[config.mk]
export PLATFORM = sky130hd
export DESIGN_NAME = radix4_fft_sequencer_flat
export DESIGN_NICKNAME = d
export VERILOG_FILES = /design/src/rtl/radix4_fft_sequencer_if.sv /design/src/rtl/radix4_fft_sequencer.sv /design/src/flat_wrapper.sv
export SDC_FILE = /design/constraint.sdc
export NUM_CORES = 1
export LEC_CHECK = 0
export BUFFER_PORTS_ARGS = -buffer_cell sky130_fd_sc_hd__buf_2
export CORE_MARGIN = 5
export CORE_UTILIZATION = 45
export DETAILED_ROUTE_END_ITERATION = 7
export HOLD_SLACK_MARGIN = 0.08
export PLACE_DENSITY_LB_ADDON = 0.25
export SYNTH_ARGS = -nofsm -noshare
export SYNTH_HDL_FRONTEND = slang
export SYNTH_HIERARCHICAL = 1
export SYNTH_SLANG_ARGS = --single-unit
[constraint.sdc]
create_clock -name clk -period 6.1 [get_ports clk]
set_input_delay 1.525 -clock clk [delete_from_list [all_inputs] [get_ports clk]]
set_output_delay 1.525 -clock clk [all_outputs]
set_load 0.01 [all_outputs]
[src/rtl/radix4_fft_sequencer_if.sv]
// Control and memory-address bus of the radix-4 FFT sequencer.
// master: the sequencer side (takes start, drives status and addresses).
// slave : the host / RAM / twiddle-ROM side.
interface radix4_fft_sequencer_if #(
  parameter int LOG4N = 3
);
  localparam int ADDR_W = 2 * LOG4N;
  localparam int SW     = (LOG4N > 1) ? $clog2(LOG4N) : 1;

  logic                   start;
  logic                   busy;
  logic                   done;
  logic [SW-1:0]          stage;
  logic                   rd_bank;
  logic                   wr_bank;
  logic                   rd_en;
  logic [3:0][ADDR_W-1:0] rd_addr;
  logic [3:1][ADDR_W-1:0] tw_addr;
  logic                   wr_en;
  logic [3:0][ADDR_W-1:0] wr_addr;

  modport master (
    input  start,
    output busy, done, stage, rd_bank, wr_bank,
    output rd_en, rd_addr, tw_addr, wr_en, wr_addr
  );

  modport slave (
    output start,
    input  busy, done, stage, rd_bank, wr_bank,
    input  rd_en, rd_addr, tw_addr, wr_en, wr_addr
  );
endinterface

[src/rtl/radix4_fft_sequencer.sv]
// Radix-4 DIF FFT sequencer: walks one butterfly per cycle through LOG4N
// stages of an N = 4**LOG4N point in-place transform, issuing operand reads,
// twiddle exponents and, PIPE_LAT cycles later, the matching writes.
// Optional feature: define RADIX4_DIGITREV_EN to digit-reverse the last
// stage's write addresses so the result lands in natural order.

// One butterfly leg: operand address base + LANE*span and its write target.
module r4_addr_lane #(
  parameter int LOG4N = 3,
  parameter int LANE  = 0
) (
  input  logic [2*LOG4N-1:0] base,
  input  logic [2*LOG4N-1:0] span,
  input  logic               rev_en,
  output logic [2*LOG4N-1:0] rd,
  output logic [2*LOG4N-1:0] wr
);
  localparam int ADDR_W = 2 * LOG4N;

  logic [ADDR_W-1:0] rev;

  // leg address, plus base-4 digit reversal of it for the final-stage write
  always_comb begin
    rd  = base + span * ADDR_W'(LANE);
    rev = '0;
    for (int d = 0; d < LOG4N; d++) rev[2*d +: 2] = rd[2*(LOG4N-1-d) +: 2];
    wr  = rev_en ? rev : rd;
  end
endmodule

module radix4_fft_sequencer #(
  parameter int LOG4N    = 3,
  parameter int PIPE_LAT = 2
) (
  input  logic                   clk,
  input  logic                   rst,
  radix4_fft_sequencer_if.master bus
);
  localparam int ADDR_W = 2 * LOG4N;
  localparam int SW     = (LOG4N > 1) ? $clog2(LOG4N) : 1;
  localparam int NB     = 4 ** (LOG4N - 1);           // butterflies per stage
  localparam int DW     = (PIPE_LAT > 1) ? $clog2(PIPE_LAT) : 1;

  typedef logic [ADDR_W-1:0] addr_t;
  typedef enum logic [1:0] {IDLE, ISSUE, DRAIN, FIN} state_t;
  typedef struct packed {
    logic                   en;
    logic                   bank;
    logic [3:0][ADDR_W-1:0] addr;
  } wr_t;

  state_t        state_q, state_d;
  addr_t         b_q, b_d;
  logic [SW-1:0] s_q, s_d;
  logic [DW-1:0] d_q, d_d;
  logic          issue_d;

  addr_t                  span, lmask, base, k;
  logic                   rev_en;
  logic [3:0][ADDR_W-1:0] rd_nxt, wr_nxt;

  logic                   busy_q, done_q, rd_en_q;
  logic [SW-1:0]          stage_q;
  logic [3:0][ADDR_W-1:0] rd_addr_q, wr_pre_q;
  logic [3:1][ADDR_W-1:0] tw_q;
  wr_t                    wr_in;
  wr_t                    wr_pipe [1:PIPE_LAT];

  // FSM and counter registers
  always_ff @(posedge clk) begin
    if (rst) begin
      state_q <= IDLE;
      b_q     <= '0;
      s_q     <= '0;
      d_q     <= '0;
    end else begin
      state_q <= state_d;
      b_q     <= b_d;
      s_q     <= s_d;
      d_q     <= d_d;
    end
  end

  // next state: issue N/4 butterflies, drain the datapath, next stage or finish
  always_comb begin
    state_d = state_q;
    b_d     = b_q;
    s_d     = s_q;
    d_d     = '0;
    case (state_q)
      IDLE:  if (bus.start) begin
               state_d = ISSUE;
               b_d     = '0;
               s_d     = '0;
             end
      ISSUE: if (b_q == addr_t'(NB - 1)) begin
               state_d = DRAIN;
               b_d     = '0;
             end else begin
               b_d = b_q + addr_t'(1);
             end
      DRAIN: if (d_q == DW'(PIPE_LAT - 1)) begin
               if (s_q == SW'(LOG4N - 1)) begin
                 state_d = FIN;
               end else begin
                 state_d = ISSUE;
                 s_d     = s_q + SW'(1);
               end
             end else begin
               d_d = d_q + DW'(1);
             end
      FIN:   begin
               state_d = IDLE;
               s_d     = '0;
             end
      default: state_d = IDLE;
    endcase
  end

  assign issue_d = (state_d == ISSUE);

  // butterfly geometry for the next issued butterfly: span L = 4**(LOG4N-1-s)
  always_comb begin
    int sh;
    sh    = 2 * (LOG4N - 1 - int'(s_d));
    span  = addr_t'(1) << sh;
    lmask = span - addr_t'(1);
    base  = ((b_d >> sh) << (sh + 2)) | (b_d & lmask);
    k     = (b_d & lmask) << (2 * int'(s_d));
  end

`ifdef RADIX4_DIGITREV_EN
  assign rev_en = (s_d == SW'(LOG4N - 1));
`else
  assign rev_en = 1'b0;
`endif

  for (genvar i = 0; i < 4; i++) begin : g_lane
    r4_addr_lane #(.LOG4N(LOG4N), .LANE(i)) u_lane (
      .base   (base),
      .span   (span),
      .rev_en (rev_en),
      .rd     (rd_nxt[i]),
      .wr     (wr_nxt[i])
    );
  end

  // registered status and read-side outputs, aligned with the FSM state
  always_ff @(posedge clk) begin
    if (rst) begin
      busy_q    <= 1'b0;
      done_q    <= 1'b0;
      stage_q   <= '0;
      rd_en_q   <= 1'b0;
      rd_addr_q <= '0;
      wr_pre_q  <= '0;
      tw_q      <= '0;
    end else begin
      busy_q    <= (state_d != IDLE);
      done_q    <= (state_d == FIN);
      stage_q   <= s_d;
      rd_en_q   <= issue_d;
      rd_addr_q <= issue_d ? rd_nxt : '0;
      wr_pre_q  <= issue_d ? wr_nxt : '0;
      tw_q[1]   <= issue_d ? k : '0;
      tw_q[2]   <= issue_d ? (k << 1) : '0;
      tw_q[3]   <= issue_d ? (k + (k << 1)) : '0;
    end
  end

  assign wr_in.en   = rd_en_q;
  assign wr_in.bank = rd_en_q & ~stage_q[0];
  assign wr_in.addr = wr_pre_q;

  // write-side delay line matching the datapath latency; reset drops in-flight writes
  always_ff @(posedge clk) begin
    if (rst) begin
      for (int i = 1; i <= PIPE_LAT; i++) wr_pipe[i] <= '0;
    end else begin
      wr_pipe[1] <= wr_in;
      for (int i = 2; i <= PIPE_LAT; i++) wr_pipe[i] <= wr_pipe[i-1];
    end
  end

  assign bus.busy    = busy_q;
  assign bus.done    = done_q;
  assign bus.stage   = stage_q;
  assign bus.rd_bank = stage_q[0];
  assign bus.rd_en   = rd_en_q;
  assign bus.rd_addr = rd_addr_q;
  assign bus.tw_addr = tw_q;
  assign bus.wr_en   = wr_pipe[PIPE_LAT].en;
  assign bus.wr_bank = wr_pipe[PIPE_LAT].bank;
  assign bus.wr_addr = wr_pipe[PIPE_LAT].addr;
endmodule

[src/flat_wrapper.sv]
// flat-port wrapper written by rule: the top's interface ports become plain ports
module radix4_fft_sequencer_flat 
#(
  parameter int LOG4N    = 3,
  parameter int PIPE_LAT = 2
)
  (clk, rst, bus_start, bus_busy, bus_done, bus_stage, bus_rd_bank, bus_wr_bank, bus_rd_en, bus_rd_addr, bus_tw_addr, bus_wr_en, bus_wr_addr);
  radix4_fft_sequencer_if #(.LOG4N(LOG4N)) bus_i ();
  input  logic clk;
  input  logic rst;
  input wire logic [$bits(bus_i.start)-1:0] bus_start;
  output wire logic [$bits(bus_i.busy)-1:0] bus_busy;
  output wire logic [$bits(bus_i.done)-1:0] bus_done;
  output wire logic [$bits(bus_i.stage)-1:0] bus_stage;
  output wire logic [$bits(bus_i.rd_bank)-1:0] bus_rd_bank;
  output wire logic [$bits(bus_i.wr_bank)-1:0] bus_wr_bank;
  output wire logic [$bits(bus_i.rd_en)-1:0] bus_rd_en;
  output wire logic [$bits(bus_i.rd_addr)-1:0] bus_rd_addr;
  output wire logic [$bits(bus_i.tw_addr)-1:0] bus_tw_addr;
  output wire logic [$bits(bus_i.wr_en)-1:0] bus_wr_en;
  output wire logic [$bits(bus_i.wr_addr)-1:0] bus_wr_addr;
  assign bus_i.start = bus_start;
  assign bus_busy = bus_i.busy;
  assign bus_done = bus_i.done;
  assign bus_stage = bus_i.stage;
  assign bus_rd_bank = bus_i.rd_bank;
  assign bus_wr_bank = bus_i.wr_bank;
  assign bus_rd_en = bus_i.rd_en;
  assign bus_rd_addr = bus_i.rd_addr;
  assign bus_tw_addr = bus_i.tw_addr;
  assign bus_wr_en = bus_i.wr_en;
  assign bus_wr_addr = bus_i.wr_addr;
  radix4_fft_sequencer #(.LOG4N(LOG4N), .PIPE_LAT(PIPE_LAT)) u_core (.clk(clk), .rst(rst), .bus(bus_i));
endmodule
# Yosys cells after proc, flatten, opt, wreduce, memory -nomap -nowiden

Memories as Yosys holds them, arrays and structs flattened.
Cells that the tools add are included.

Shift operators: 4
Equality and inequality tests: 7
Bitwise operators: 8
Muxes and demuxes: 17
$add $sub $neg: 10
Reductions and logical operators: 4
Multipliers: 1

Operator list:

| cell                    | count |
|---|---|
| $mux W26                | 2 |
| $add A32 B3 Y32 const B | 1 |
| $shl A1 B32 Y6 const A  | 1 |
| $shl A6 B32 Y6          | 1 |
| $shr A6 B32 Y6          | 1 |
| $add A6 B6 Y6           | 4 |
| $mux W2                 | 7 |
| $mux W6                 | 2 |
| $pmux W6 S2             | 1 |
| $eq A2 B2 Y1 const B    | 4 |
| $pmux W2 S4             | 1 |
| $add A6 B1 Y6 const B   | 1 |
| $and A6 B6 Y6           | 1 |
| $eq A6 B4 Y1 const B    | 1 |
| $mul A6 B2 Y6 const B   | 1 |
| $or A6 B6 Y6            | 1 |
| $pmux W2 S3             | 1 |
| $shl A6 B3 Y6           | 1 |
| $sub A6 B1 Y6 const B   | 1 |
| $eq A2 B1 Y1 const B    | 2 |
| $mux W1                 | 3 |
| $not A1 Y1              | 3 |
| $reduce_or A3 Y1        | 1 |
| $sub A2 B2 Y3 const A   | 1 |
| other kinds (7)         | 8 |

Register bits after elaboration: 56
Input port bits: 3
Memories: 1
Word-level logic and storage cells: 67
Output and inout bits: 74
Bits in writable memories: 52

Memories:

| name           | depth | bits a word | rd ports | clocked after memory_dff | write ports | line                       | RTL |
|---|---|---|---|---|---|---|---|
| u_core.wr_pipe | 2     | 26          | 2        | 0                        | 2           | radix4_fft_sequencer.sv:67 | `wr_t wr_pipe [1:PIPE_LAT];` |

# Logic depth before layout (Yosys ltp)

Word-level depth: 10
Gate-level depth with buffers: 19

# Modules after synthesis

The synthesis kept the hierarchy.

By module, submodules not included:

| module                                 | sequential area each (um2) | area each (um2) | cells each | instances |
|---|---|---|---|---|
| radix4_fft_sequencer                   | 2502.4                     | 4112.7          | 373        | 1 |
| r4_addr_lane (u_core.g_lane[2].u_lane) | 0.0                        | 344.1           | 44         | 1 |
| r4_addr_lane (u_core.g_lane[3].u_lane) | 0.0                        | 336.6           | 36         | 1 |
| r4_addr_lane (u_core.g_lane[1].u_lane) | 0.0                        | 259.0           | 32         | 1 |
| r4_addr_lane (u_core.g_lane[0].u_lane) | 0.0                        | 105.1           | 12         | 1 |

# Worst setup path after synthesis

OpenSTA, ideal clock, no wires.

Path type: input to register
Start point: input port bus_start
End point: register u_core.wr_pre_q (netlist bit u_core/wr_in[23])
Buffers on the path: 1
Path slack: 0.976 ns
Stages on the path: 17
Data arrival time: 5.009 ns
Setup time: 0.115 ns
Cell sequence: nand2b_1 -> a32o_1 -> buf_6 -> inv_1 -> ha_1 -> a211oi_1 -> inv_1 -> fa_1 -> inv_1 -> ha_1 -> inv_1 -> fa_1 -> nand2b_1 -> a21oi_1 -> xnor2_1 -> mux2_2 -> and2_1

RTL lines:

| what                   | line                        | RTL |
|---|---|---|
| start: declaration     | flat_wrapper.sv:11          | `input wire logic [$bits(bus_i.start)-1:0] bus_start;` |
| end signal: assignment | radix4_fft_sequencer.sv:164 | `wr_pre_q <= issue_d ? wr_nxt : '0;` |
| end: declaration       | radix4_fft_sequencer.sv:64  | `logic [3:0][ADDR_W-1:0] rd_addr_q, wr_pre_q;` |

==> flow_summary_export.csv <==
group,metric,value,unit
route,iteration_0_drc_count_of_the_detailed_router,145,
clock_network,postCtsHoldBufs,0,
logic_synthesis,synth_top_family_by_area,"simple AND/OR/NAND/NOR gates",
logic_synthesis,synth_area_leaders,"dfxtp_1, and2_1, nor2b_1",
sta,setup_viol,0,
grt,globalRouteMet2Util,23.74,%
logic_synthesis,synth_compound_area_share,8.734,%
floorplanning,placeableCoreArea,11320,µm²
route,ant_nets,0,
logic_synthesis,synth_mux_area_share,3.057,%
logic_synthesis,synth_top_area_share,48.52,%
worst_setup_path,cp_max_fanout,12,
worst_setup_path,reg2reg_slack,1.67,ns
sta,setup_tns,0,ns
floorplanning,floorplan.initialDensity,45.56,%
power,share_comb_of_total_power,5.5,%
clock_network,clk_path_buf_depth,2,
finish,area_growth,20.40,%
grt,antenna_found_initial,0,
route,vias,3447,
finish,fin_util,54.85,%
sta,finalClockSkew,0.006776,ns
clock_network,clkTransAtPathRegs,0.05,ns
logic_synthesis,synth_edf_count,0,
worst_setup_path,required,6.40,ns
route,routed_wire_length_per_instance,13.25,µm
logic_synthesis,post_synth_num_cell_types,61,
placed_design,io_buffers,75,
worst_setup_path,path_class,"input port to flip-flop",
logic_synthesis,synth-async-reset-ratio,0,%
power,share_seq_of_total_power,42.1,%
sta,slew_of_the_pin_with_the_lowest_slew_margin,1.212,ns
sta,timing.final.crit_period,4.956,ns
route,vias_per_cell,4.690,
power,power_per_cell_area,326.0,nW/µm²
power,power.switching_fraction,20.62,%
clock_network,ctsResizeCount,0,
logic_synthesis,share_of_synthesized_cell_area_in_and_or_nand_and_nor_gates,19.48,%
placed_design,gp_routability_congestion,0.8641,
floorplanning,top_level_ports,77,
sta,final-hold-violation-count,0,
grt,grt_pass1_wl,16020,µm
power,leakagePower,0.002908,µW
logic_synthesis,syn-cell-area,5157,µm²
min_path,worst_hold_path_type,"flip-flop to flip-flop",
finish,ff_latch_area,2502,µm²
power,pint,1607,µW
logic_synthesis,synthesis.area_per_instance,10.38,µm²
grt,globalRoute.busiestLayer,"met2",
floorplanning,count_of_standard_cell_rows,39,
logic_synthesis,seq_area_frac_synth,48.52,%
power,clkPwrFrac,52.4,%
grt,largest_net_degree_at_the_start_of_global_routing,61,
clock_network,cts_tree,"yes",
floorplanning,dieHeight,117.1,µm
logic_synthesis,yosys.area_share.adder,9.413,%
grt,first_global_vias,3388,
logic_synthesis,ys_ff_latch,125,
sta,post-route-period-util,81.24,%
grt,grt_use_total,15.24,%
finish,layout_commonest_cell,"dfxtp_1",
clock_network,sinks_on_clock_net,125,
worst_setup_path,cp-start-kind,"input port",
floorplanning,die_w,117.1,µm
finish,nFillCells,995,
clock_network,cts_buffers,17,
finish,fraction_of_final_layout_cells_sized_beyond_drive_strength_1,22.47,%
worst_setup_path,critical_path.endpoint_type,"flip-flop",
power,vdd_ir_drop_max,0.0002159,V
route,drc,0,
clock_network,insertion_delay,0.41,ns
run_status,run_status,"finished clean",
flow_run,timing.max_cap.violations,0,
floorplanning,die_area,13700,µm²
power,total_switching_power,417.5,µW
finish,multi_input_comb_area,2350,µm²
route,route.final.wire_length,9742,µm
grt,met3_usage,4.987,%
clock_network,ctsHtreeMaxLevel,4,
clock_network,post-cts-setup-buffer-count,0,
sta,finalMaxSlewViolations,0,
logic_synthesis,dominantRegCellSynth,"dfxtp_1",
finish,antenna_cells_inserted,0,
sta,max-slew-margin-rel,18.33,%
route,drt_first_pass_iters,4,
grt,globalRouteOverflowTotal,0,
clock_network,cts_root_buffer,"clkbuf_16",
finish,mostFrequentLayoutCells,"dfxtp_1, buf_2, and2_1",
logic_synthesis,syn-instance-count,497,
finish,fin_nets,616,
sta,setup_repair_after_global_routing_missed_its_margin,"no",
sta,fmaxAchievable,201.8,MHz
placed_design,detailed_place_hpwl,6905,µm
logic_synthesis,netlist.top_cell.by_area,"dfxtp_1",
worst_setup_path,worst_path_arrival_time,5.25,ns
logic_synthesis,synth_xor_area_share,3.202,%
logic_synthesis,yosysWarningCount,6,
grt,grt_use_met1,18.71,%
-- metal layers --
| layer | vias to the layer above | wire (µm) |
|---|---|---|
| li1 | 1747 | - |
| met1 | 1546 | 4322 |
| met2 | 126 | 4438 |
| met3 | 28 | 692 |
| met4 | 0 | 288 |
| met5 | - | 0 |
-- power by group through the flow --
stage | Sequential (µW) | Clock [µW] | Combinational, µW
after floorplan | 875 | 0 | 76.7
after global placement | 869 | 0 | 108
after detailed placement | 869 | 0 | 111
after CTS | 852 | 1080 | 111
after global routing | 854 | 1120 | 124
final | 852 | 1060 | 111
-- cell type report --
| cell class | count | area share [%] |
|---|---|---|
| Clock inverter | 10 | 2.579 |
| Tap cell | 143 | 2.881 |
| Timing Repair Buffer | 80 | 6.649 |
| Clock buffer | 22 | 7.637 |
| Inverter | 35 | 2.116 |
| Sequential cell | 125 | 40.30 |
| Multi-Input combinational cell | 320 | 37.84 |
-- synth_stat cells (3+ instances only) --
cell type / number
nor3_1: 4
clkbuf_1: 11
ha_1: 26
nor2b_1: 53
xnor2_1: 13
o21ai_0: 5
inv_1: 34
mux2i_1: 3
a31oi_1: 4
buf_6: 3
nand2_1: 12
nand2b_1: 7
a21oi_1: 17
fa_1: 8
nand3_1: 3
nor2_1: 17
buf_4: 23
o211ai_1: 3
and2_1: 55
o2111ai_1: 5
a21o_1: 7
dfxtp_1: 125
mux2_2: 9
xor2_1: 4
-- final timing paths --
| check | start | end | depth (start not counted) |
|---|---|---|---|
| max | bus_start | u_core/wr_in[23]$_SDFF_PP0_ | 18 |
| min | u_core/wr_pipe[1][14]$_SDFF_PP0_ | u_core/wr_pipe[2][14]$_SDFF_PP0_ | 1 |
| max reg2reg | u_core/bus.stage[0]$_SDFF_PP0_ | u_core/wr_in[23]$_SDFF_PP0_ | 17 |
| min reg2reg | u_core/wr_pipe[1][14]$_SDFF_PP0_ | u_core/wr_pipe[2][14]$_SDFF_PP0_ | 1 |
-- flip-flops by register name (all words and copies together), names as in the netlist --
register	cells
u_core/bus.rd_en	1
u_core/wr_pipe	52
u_core/state_q	2
u_core/wr_in	24
u_core/bus.rd_addr	24
u_core/b_q	6
u_core/bus.stage	2
u_core/bus.busy	1
u_core/d_q	1
u_core/bus.done	1
u_core/bus.tw_addr	11
-- metrics by stage --
step	cells	total power, µW	cell area (µm²)	hold WS (ns)	worst slack, ns
after global placement	703	977.2	5575	0.4186	0.8905
after global routing	735	2103	6210	0.4506	0.8545
after detailed placement	703	979.9	5575	0.4204	0.7396
final	735	2024	6210	0.4310	1.144
after floorplan	519	951.4	5240	0.4138	0.9757
after CTS	735	2045	6210	0.4313	1.174
-- cells by family after synthesis --
logic type / Yosys count
flip-flops: 125
XOR/XNOR: 18
AND/OR/NAND/NOR: 169
other: 1
multiplexers: 14
adder cells (fa/ha/maj): 34
AO/OA/AOI/OAI: 62
buffers and inverters: 74
-- worst max-delay path, stage by stage --
cell and delay (ns):
buf_2 0.11, nand2b_1 0.10, a32o_1 0.47, inv_1 0.21, ha_1 0.35, a211oi_1 0.26
buf_4 0.22, inv_1 0.07, fa_1 0.42, inv_1 0.07, ha_1 0.16, inv_1 0.06
fa_1 0.40, nand2b_1 0.16, a21oi_1 0.15, xnor2_1 0.11, mux2_2 0.26, and2_1 0.13
Power figures use the tool's default switching activity.
